--- src/rtl/mem_access_unit.sv ---
// MEM-stage load/store engine: req/ack data-memory transaction with pipeline stall,
// store lane steering, load extraction/extension, misalignment and timeout reporting.
module mem_access_unit #(
  parameter int DATA_WIDTH     = 32,
  parameter int ADDR_WIDTH     = 32,
  parameter int TIMEOUT_CYCLES = 16
) (
  input  logic                  clk,
  input  logic                  rst_n,
  input  logic                  op_valid,
  input  logic                  MemRead,
  input  logic                  MemWrite,
  input  logic [2:0]            funct3,
  input  logic [ADDR_WIDTH-1:0] ALU_result,
  input  logic [DATA_WIDTH-1:0] store_data,
  output logic                  dmem_req,
  output logic                  dmem_we,
  output logic [ADDR_WIDTH-1:0] dmem_addr,
  output logic [DATA_WIDTH-1:0] dmem_wdata,
  output logic [3:0]            dmem_wstrb,
  input  logic                  dmem_ack,
  input  logic [DATA_WIDTH-1:0] dmem_rdata,
  output logic                  mem_stall,
  output logic [DATA_WIDTH-1:0] load_data,
  output logic                  mem_done,
  output logic                  misaligned,
  output logic                  bus_error
);

  typedef enum logic [1:0] {IDLE, BUSY, DONE} state_t;

  state_t                state_q, state_d;
  logic [7:0]            cnt_q, cnt_d;
  logic [ADDR_WIDTH-1:0] addr_q, addr_d;
  logic [DATA_WIDTH-1:0] wdata_q, wdata_d;
  logic [DATA_WIDTH-1:0] load_data_q, load_data_d;
  logic [3:0]            wstrb_q, wstrb_d;
  logic                  we_q, we_d;
  logic [2:0]            funct3_q, funct3_d;
  logic [1:0]            off_q, off_d;

  logic                  start;
  logic                  is_byte, is_half;
  logic                  aligned;
  logic [DATA_WIDTH-1:0] st_wdata;
  logic [3:0]            st_wstrb;
  logic [7:0]            rd_byte;
  logic [15:0]           rd_half;
  logic [DATA_WIDTH-1:0] rd_ext;

  // Decode of the incoming EX/MEM op; unused funct3 codes fall through to word size.
  always_comb begin
    start    = op_valid & (MemRead | MemWrite);
    is_byte  = (funct3[1:0] == 2'b00);
    is_half  = (funct3[1:0] == 2'b01);
    aligned  = 1'b1;
    st_wdata = store_data;
    st_wstrb = 4'b1111;
    if (is_byte) begin
      st_wdata = {4{store_data[7:0]}};
      st_wstrb = 4'b0001 << ALU_result[1:0];
    end else if (is_half) begin
      aligned  = ~ALU_result[0];
      st_wdata = {2{store_data[15:0]}};
      st_wstrb = 4'b0011 << ALU_result[1:0];
    end else begin
      aligned  = (ALU_result[1:0] == 2'b00);
    end
  end

  // Load extraction works on the latched offset and width, not the live inputs.
  always_comb begin
    case (off_q)
      2'd0:    rd_byte = dmem_rdata[7:0];
      2'd1:    rd_byte = dmem_rdata[15:8];
      2'd2:    rd_byte = dmem_rdata[23:16];
      default: rd_byte = dmem_rdata[31:24];
    endcase
    rd_half = off_q[1] ? dmem_rdata[31:16] : dmem_rdata[15:0];
    case (funct3_q)
      3'b000:  rd_ext = {{24{rd_byte[7]}}, rd_byte};
      3'b100:  rd_ext = {24'd0, rd_byte};
      3'b001:  rd_ext = {{16{rd_half[15]}}, rd_half};
      3'b101:  rd_ext = {16'd0, rd_half};
      default: rd_ext = dmem_rdata;
    endcase
  end

  always_comb begin
    state_d     = state_q;
    cnt_d       = cnt_q;
    addr_d      = addr_q;
    wdata_d     = wdata_q;
    wstrb_d     = wstrb_q;
    we_d        = we_q;
    funct3_d    = funct3_q;
    off_d       = off_q;
    load_data_d = load_data_q;
    dmem_req    = 1'b0;
    dmem_we     = 1'b0;
    dmem_addr   = '0;
    dmem_wdata  = '0;
    dmem_wstrb  = 4'b0000;
    mem_stall   = 1'b0;
    mem_done    = 1'b0;
    misaligned  = 1'b0;
    bus_error   = 1'b0;
    case (state_q)
      IDLE: begin
        if (start) begin
          if (!aligned) begin
            misaligned = 1'b1;
            state_d    = DONE;
          end else begin
            mem_stall = 1'b1;
            cnt_d     = 8'd0;
            addr_d    = {ALU_result[ADDR_WIDTH-1:2], 2'b00};
            off_d     = ALU_result[1:0];
            funct3_d  = funct3;
            we_d      = ~MemRead;
            wdata_d   = MemRead ? '0 : st_wdata;
            wstrb_d   = MemRead ? 4'b0000 : st_wstrb;
            state_d   = BUSY;
          end
        end
      end
      BUSY: begin
        dmem_req   = 1'b1;
        mem_stall  = 1'b1;
        dmem_we    = we_q;
        dmem_addr  = addr_q;
        dmem_wdata = wdata_q;
        dmem_wstrb = wstrb_q;
        cnt_d      = cnt_q + 8'd1;
        // An ack arriving in the final allowed cycle still counts as success.
        if (dmem_ack) begin
          if (!we_q) load_data_d = rd_ext;
          state_d = DONE;
        end else if (cnt_q == 8'(TIMEOUT_CYCLES - 1)) begin
          bus_error = 1'b1;
          if (!we_q) load_data_d = '0;
          state_d = DONE;
        end
      end
      DONE: begin
        mem_done = 1'b1;
        state_d  = IDLE;
      end
      default: state_d = IDLE;
    endcase
  end

  always_ff @(posedge clk or negedge rst_n) begin
    if (!rst_n) begin
      state_q     <= IDLE;
      cnt_q       <= 8'd0;
      addr_q      <= '0;
      wdata_q     <= '0;
      wstrb_q     <= 4'b0000;
      we_q        <= 1'b0;
      funct3_q    <= 3'b000;
      off_q       <= 2'b00;
      load_data_q <= '0;
    end else begin
      state_q     <= state_d;
      cnt_q       <= cnt_d;
      addr_q      <= addr_d;
      wdata_q     <= wdata_d;
      wstrb_q     <= wstrb_d;
      we_q        <= we_d;
      funct3_q    <= funct3_d;
      off_q       <= off_d;
      load_data_q <= load_data_d;
    end
  end

  assign load_data = load_data_q;

endmodule

--- config.mk ---
export PLATFORM = sky130hd
export DESIGN_NAME = mem_access_unit
export DESIGN_NICKNAME = d
export VERILOG_FILES = /design/src/rtl/mem_access_unit.sv
export SDC_FILE = /design/constraint.sdc
export NUM_CORES = 1
export LEC_CHECK = 0
export CAP_MARGIN = 20
export CORE_MARGIN = 4
export CORE_UTILIZATION = 49
export DETAILED_ROUTE_END_ITERATION = 10
export GPL_TIMING_DRIVEN = 0
export PLACE_DENSITY = 0.85
export SLEW_MARGIN = 0
export SYNTH_ARGS = -nofsm -noshare
export SYNTH_HDL_FRONTEND = slang
export SYNTH_SLANG_ARGS = --single-unit
--- constraint.sdc ---
create_clock -name clk -period 3 [get_ports clk]
set_input_delay 0.6 -clock clk [delete_from_list [all_inputs] [get_ports clk]]
set_output_delay 0.6 -clock clk [all_outputs]
set_load 0.1 [all_outputs]
### Yosys cells after proc, flatten, opt, wreduce, memory -nomap -nowiden

Cells that the tools add are included.

* add/subtract/negate cells: 1
* equality and inequality tests: 12
* shift-type cells: 2
* muxes and demuxes: 38
* bitwise operators: 5
* reductions and logical operators: 11

Operators by type and width (count)
* two-way mux 32 bit: 9
* one-hot mux 32 bit (4 select lines): 1
* one-hot mux 8 bit (3 select lines): 1
* two-way mux 16 bit: 1
* two-way mux 4 bit: 4
* two-way mux 8 bit: 2
* one-hot mux 8 bit (2 select lines): 1
* two-way mux 1 bit: 13
* AND reduction 3 bit: 3
* adder 8 x 1 -> 8 bit, second input constant: 1
* equality test 8 x 4 -> 1 bit, second input constant: 1
* logical NOT 2 bit: 4
* two-way mux 2 bit: 4
* equality test 2 x 1 -> 1 bit, second input constant: 3
* equality test 3 bit, second input constant: 2
* equality test 2 bit, second input constant: 2
* != test 2 bit, second input constant: 2
* one-hot mux 2 bit (2 select lines): 1
* nonzero test 2 bit: 2
* << shifter 1 x 2 -> 4 bit, first input constant: 1
* << shifter 2 x 2 -> 4 bit, first input constant: 1
* equality test 3 x 1 -> 1 bit, second input constant: 1
* logical NOT 3 bit: 1
* != test 3 bit, second input constant: 1
* other kinds (5): 7

* flip-flop bits (word level): 114
* input port bits: 105
* output and inout bits: 106
* logic and storage cells: 78

### Depth between registers and ports, before layout

* depth after elaboration: 6
* mapped depth: 8
* mapped depth without buffers: 6

### Least setup slack after synthesis

OpenSTA, ideal clock, no wires.

* path type: register to output
* start: register state_q[1]
* end: output bus_error
* data arrival time: 3.072 ns
* required time: 2.400 ns
* slack: -0.672 ns
* cell stages (with the launch flop): 5
* buffers on the path: 0
* cells stage by stage: dfrtp_1 > nand2b_1 > clkinv_1 > nand2_1 > nor3b_1

* cells in the longest elaborated chain, start to end: 2

RTL lines
* start, declared: RTL line 32 `state_t state_q, state_d;`
* start signal, assigned: RTL line 165 `state_q <= state_d;`
* equality test 2 x 1 -> 1 bit: RTL line 108 `case (state_q)`
* two-way mux 1 bit: RTL line 108
* end, declared: RTL line 27 `output logic bus_error`

Every way passes these cells.

### Worst setup path after layout

* start: register state_q[1]
* end: output dmem_wdata[5]

* cells in the longest elaborated chain, start to end: 2

RTL lines
* equality test 2 x 1 -> 1 bit: RTL line 108
* two-way mux 32 bit: RTL line 108
* end, declared: RTL line 19 `output logic [DATA_WIDTH-1:0] dmem_wdata,`

Every way passes these cells.

==> impl_metrics.json <==
{
  "syn-instance-count": 570,
  "grt-ovfl-total": 0,
  "top_usage_layer": "met2",
  "port_buffers": 206,
  "synth_compound_area_share_pct": 16.15,
  "fill_cells": 855,
  "dr.pass1.iters": 5,
  "synth_seq_cells": 114,
  "power_density_nw_per_um2": 1001,
  "synth_adder_area_share_pct": 1.052,
  "dp_slack_ns": -1.205,
  "p_sw_mw": 4.097,
  "relSlewSlack_pct": 32.63,
  "clk-insertion-delay-late_ns": 0.42,
  "core_area_um2": 11660,
  "hpwl_um": 14470,
  "yosys.area.top_type": "dfrtp_1",
  "setup_viol": 0,
  "ys_async_sr_fraction_pct": 100.0,
  "numCtsBuffers": 17,
  "synth_edf_count": 0,
  "critPathMaxFanout": 10,
  "viasPerCell": 5.727,
  "pwr-share-seq_pct": 27.4,
  "final_cell_area_um2": 8633,
  "utilization_pct": 74.03,
  "grt_use_total_pct": 27.40,
  "fin_nets": 908,
  "fin_crit_ns": 2.843,
  "fp.dieArea_um2": 13970,
  "p_leak_nw": 3.920,
  "detail-route-antenna-nets": 0,
  "yosysSeqAreaShare_pct": 47.96,
  "synth_top_cell_area_share_pct": 47.96,
  "yosysWarnings": 0,
  "power_switching_share_pct": 47.42,
  "synth_area_per_cell_um2": 10.44,
  "place.gp.congestion": 0.9143,
  "globalRouteMet3Util_pct": 8.787,
  "wl_per_cell_um": 19.99,
  "antennaDiodeCount": 0,
  "cap_violations": 0,
  "cp-start-kind": "flop",
  "synthesis.area_um2": 5948,
  "pin_count": 211,
  "yosys-mux-area-fraction_pct": 11.97,
  "drive_above_1_share_pct": 21.58,
  "final_cell_mix": "clkdlybuf4s50_1, dfrtp_1, and2_1",
  "critical_path_class": "flop to output pin",
  "synth_xor_area_share_pct": 0.8835,
  "synth_top_family_by_area": "simple AND/OR/NAND/NOR gates",
  "multi_input_area_um2": 2840,
  "finalHoldViolCount": 0,
  "synthSimpleGateAreaFrac_pct": 17.29,
  "num_vias": 5464,
  "ys.flop_type": "dfrtp_1",
  "clock_sinks": 114,
  "cell_internal_pwr_mw": 4.543,
  "arrival_ns": 2.24,
  "hold_ws_ns": 0.3244,
  "drc_errors": 0,
  "post-route-period-util_pct": 94.76,
  "cp.required_ns": 2.40,
  "grt_use_met1_pct": 32.82,
  "final_common_cell": "clkdlybuf4s50_1",
  "grt_pass1_vias": 5668,
  "end_kind": "output pin",
  "rsz0062_at_grt": "no",
  "path_clk_slew_ns": 0.06,
  "ff_latch_area_um2": 2853,
  "outcome": "finished clean",
  "pwr-share-comb_pct": 49.4,
  "drv_slew": 0,
  "die_height_um": 118.2,
  "syn2layout_area_growth_pct": 45.14,
  "ys_top_cells_by_area": "dfrtp_1, and2_1, mux2_2, mux2i_1, a221o_1",
  "drt_first_iter_violations": 439,
  "skew_ns": 0.005469,
  "cts_root_buffer": "clkbuf_16",
  "antenna_found_initial": 1,
  "placed_area_um2": 8224,
  "ctsHoldBuffers": 0,
  "max_freq_ghz": 0.3518,
  "cts_tree": "done",
  "grt_max_degree": 70,
  "htree_levels": 4,
  "worst_slack_ns": 0.1572,
  "grt_pass1_wl_um": 30450,
  "max-clock-path-buffers": 2,
  "num_rows": 39,
  "worst_pin_slew_ns": 1.007,
  "ir_drop_mv": 0.4841,
  "die_w_um": 118.2,
  "synth_cell_types": 49,
  "drt_wl_total_um": 19080,
  "p_clk_share_pct": 23.2,
  "min_path_type": "input port to async pin",
  "start_util_pct": 51.00,
  "met2_usage_pct": 47.12
}
[Yosys cell counts, types with 4 or more instances]
master,count
dfrtp_1,114
and2_1,67
nand2_1,53
mux2i_1,34
mux2_2,33
o31ai_1,28
a21oi_1,25
clkbuf_1,23
a221o_1,22
nor2_1,21
buf_2,19
o21ai_0,17
nand2b_1,14
nor2b_1,10
o22ai_1,10
o2bb2ai_1,7
a22o_1,6
and3_1,6
inv_1,6
ha_1,5
buf_4,4
nor3_1,4
xor2_1,4
[cells by family (layout without fill, tap and decap cells)]
group,Yosys count,in the layout
and+or+nand+nor,190,190
AOI/OAI and AO/OA,130,130
DFF,114,114
muxes,67,67
buffers and inverters,57,297
xor gates and xnor gates,6,6
adders and majority gates,5,5
other,1,2
[power by group through the flow]
| stage | registers, mW | clock network, mW | logic [mW] |
|---|---|---|---|
| finish | 2.37 | 2.00 | 4.27 |
| global route | 2.42 | 2.10 | 4.45 |
| CTS | 2.36 | 2.03 | 4.29 |
| detailed placement | 2.38 | 0 | 4.31 |
| global placement | 2.35 | 0 | 4.24 |
| floorplan | 3.69 | 0 | 1.84 |
[registers in the layout, indices dropped and copies added (netlist names)]
signal,cells
load_data,32
wdata_q,32
addr_q,30
cnt_q,8
wstrb_q,4
funct3_q,3
off_q,2
state_q,2
we_q,1
[layout make-up]
cell class | instances | share of cell area (%)
Sequential cell | 114 | 33.04
Multi-Input combinational cell | 400 | 32.90
Timing Repair Buffer | 208 | 21.78
Clock buffer | 23 | 5.652
Buffer | 49 | 2.986
Tap cell | 143 | 2.072
Clock inverter | 9 | 1.203
Inverter | 8 | 0.3623
[critical path, cell delays in order (launching register included)]
cell and delay [ns]:
dfrtp_1 0.44, nand2b_1 0.28, clkinv_2 0.20, clkbuf_1 0.34
and2_1 0.21, clkbuf_4 0.34
[path summary, 6_finish.rpt]
kind	startpoint	end	slack, ns	depth (start not counted)
max	state_q[1]	dmem_wdata[5]	0.16	5
max in group asynchronous	rst_n	wdata_q[5]	1.94	2
max reg2reg	cnt_q[4]	load_data[3]	1.02	5
min reg2reg	wstrb_q[0]	wstrb_q[0]	0.47	2
min	rst_n	load_data[21]	0.32	1
min in group clk	wstrb_q[0]	wstrb_q[0]	0.47	2
[through the flow]
stage	power [mW]	cells	TNS, ns
floorplan	5.537	571	0
global placement	6.590	920	-349.37
detailed placement	6.696	921	-15.84
CTS	8.678	954	-0.04242
global route	8.970	954	0
finish	8.640	954	0
[what timing repair did]
item                                    4_1_cts  5_1_grt
pin swaps                                     0        0
setup buffers                                 1        0
endpoints found under the setup margin       71       69
gates resized for setup                     306      105
[routing by layer]
| metal | share of wire [%] | up-vias |
|---|---|---|
| met5 | 0.063 | - |
| met4 | 1.9 | 2 |
| met3 | 9.1 | 34 |
| met2 | 50 | 250 |
| met1 | 39 | 2689 |
| li1 | - | 2489 |
Note: power is estimated with default switching activity, not from simulation.
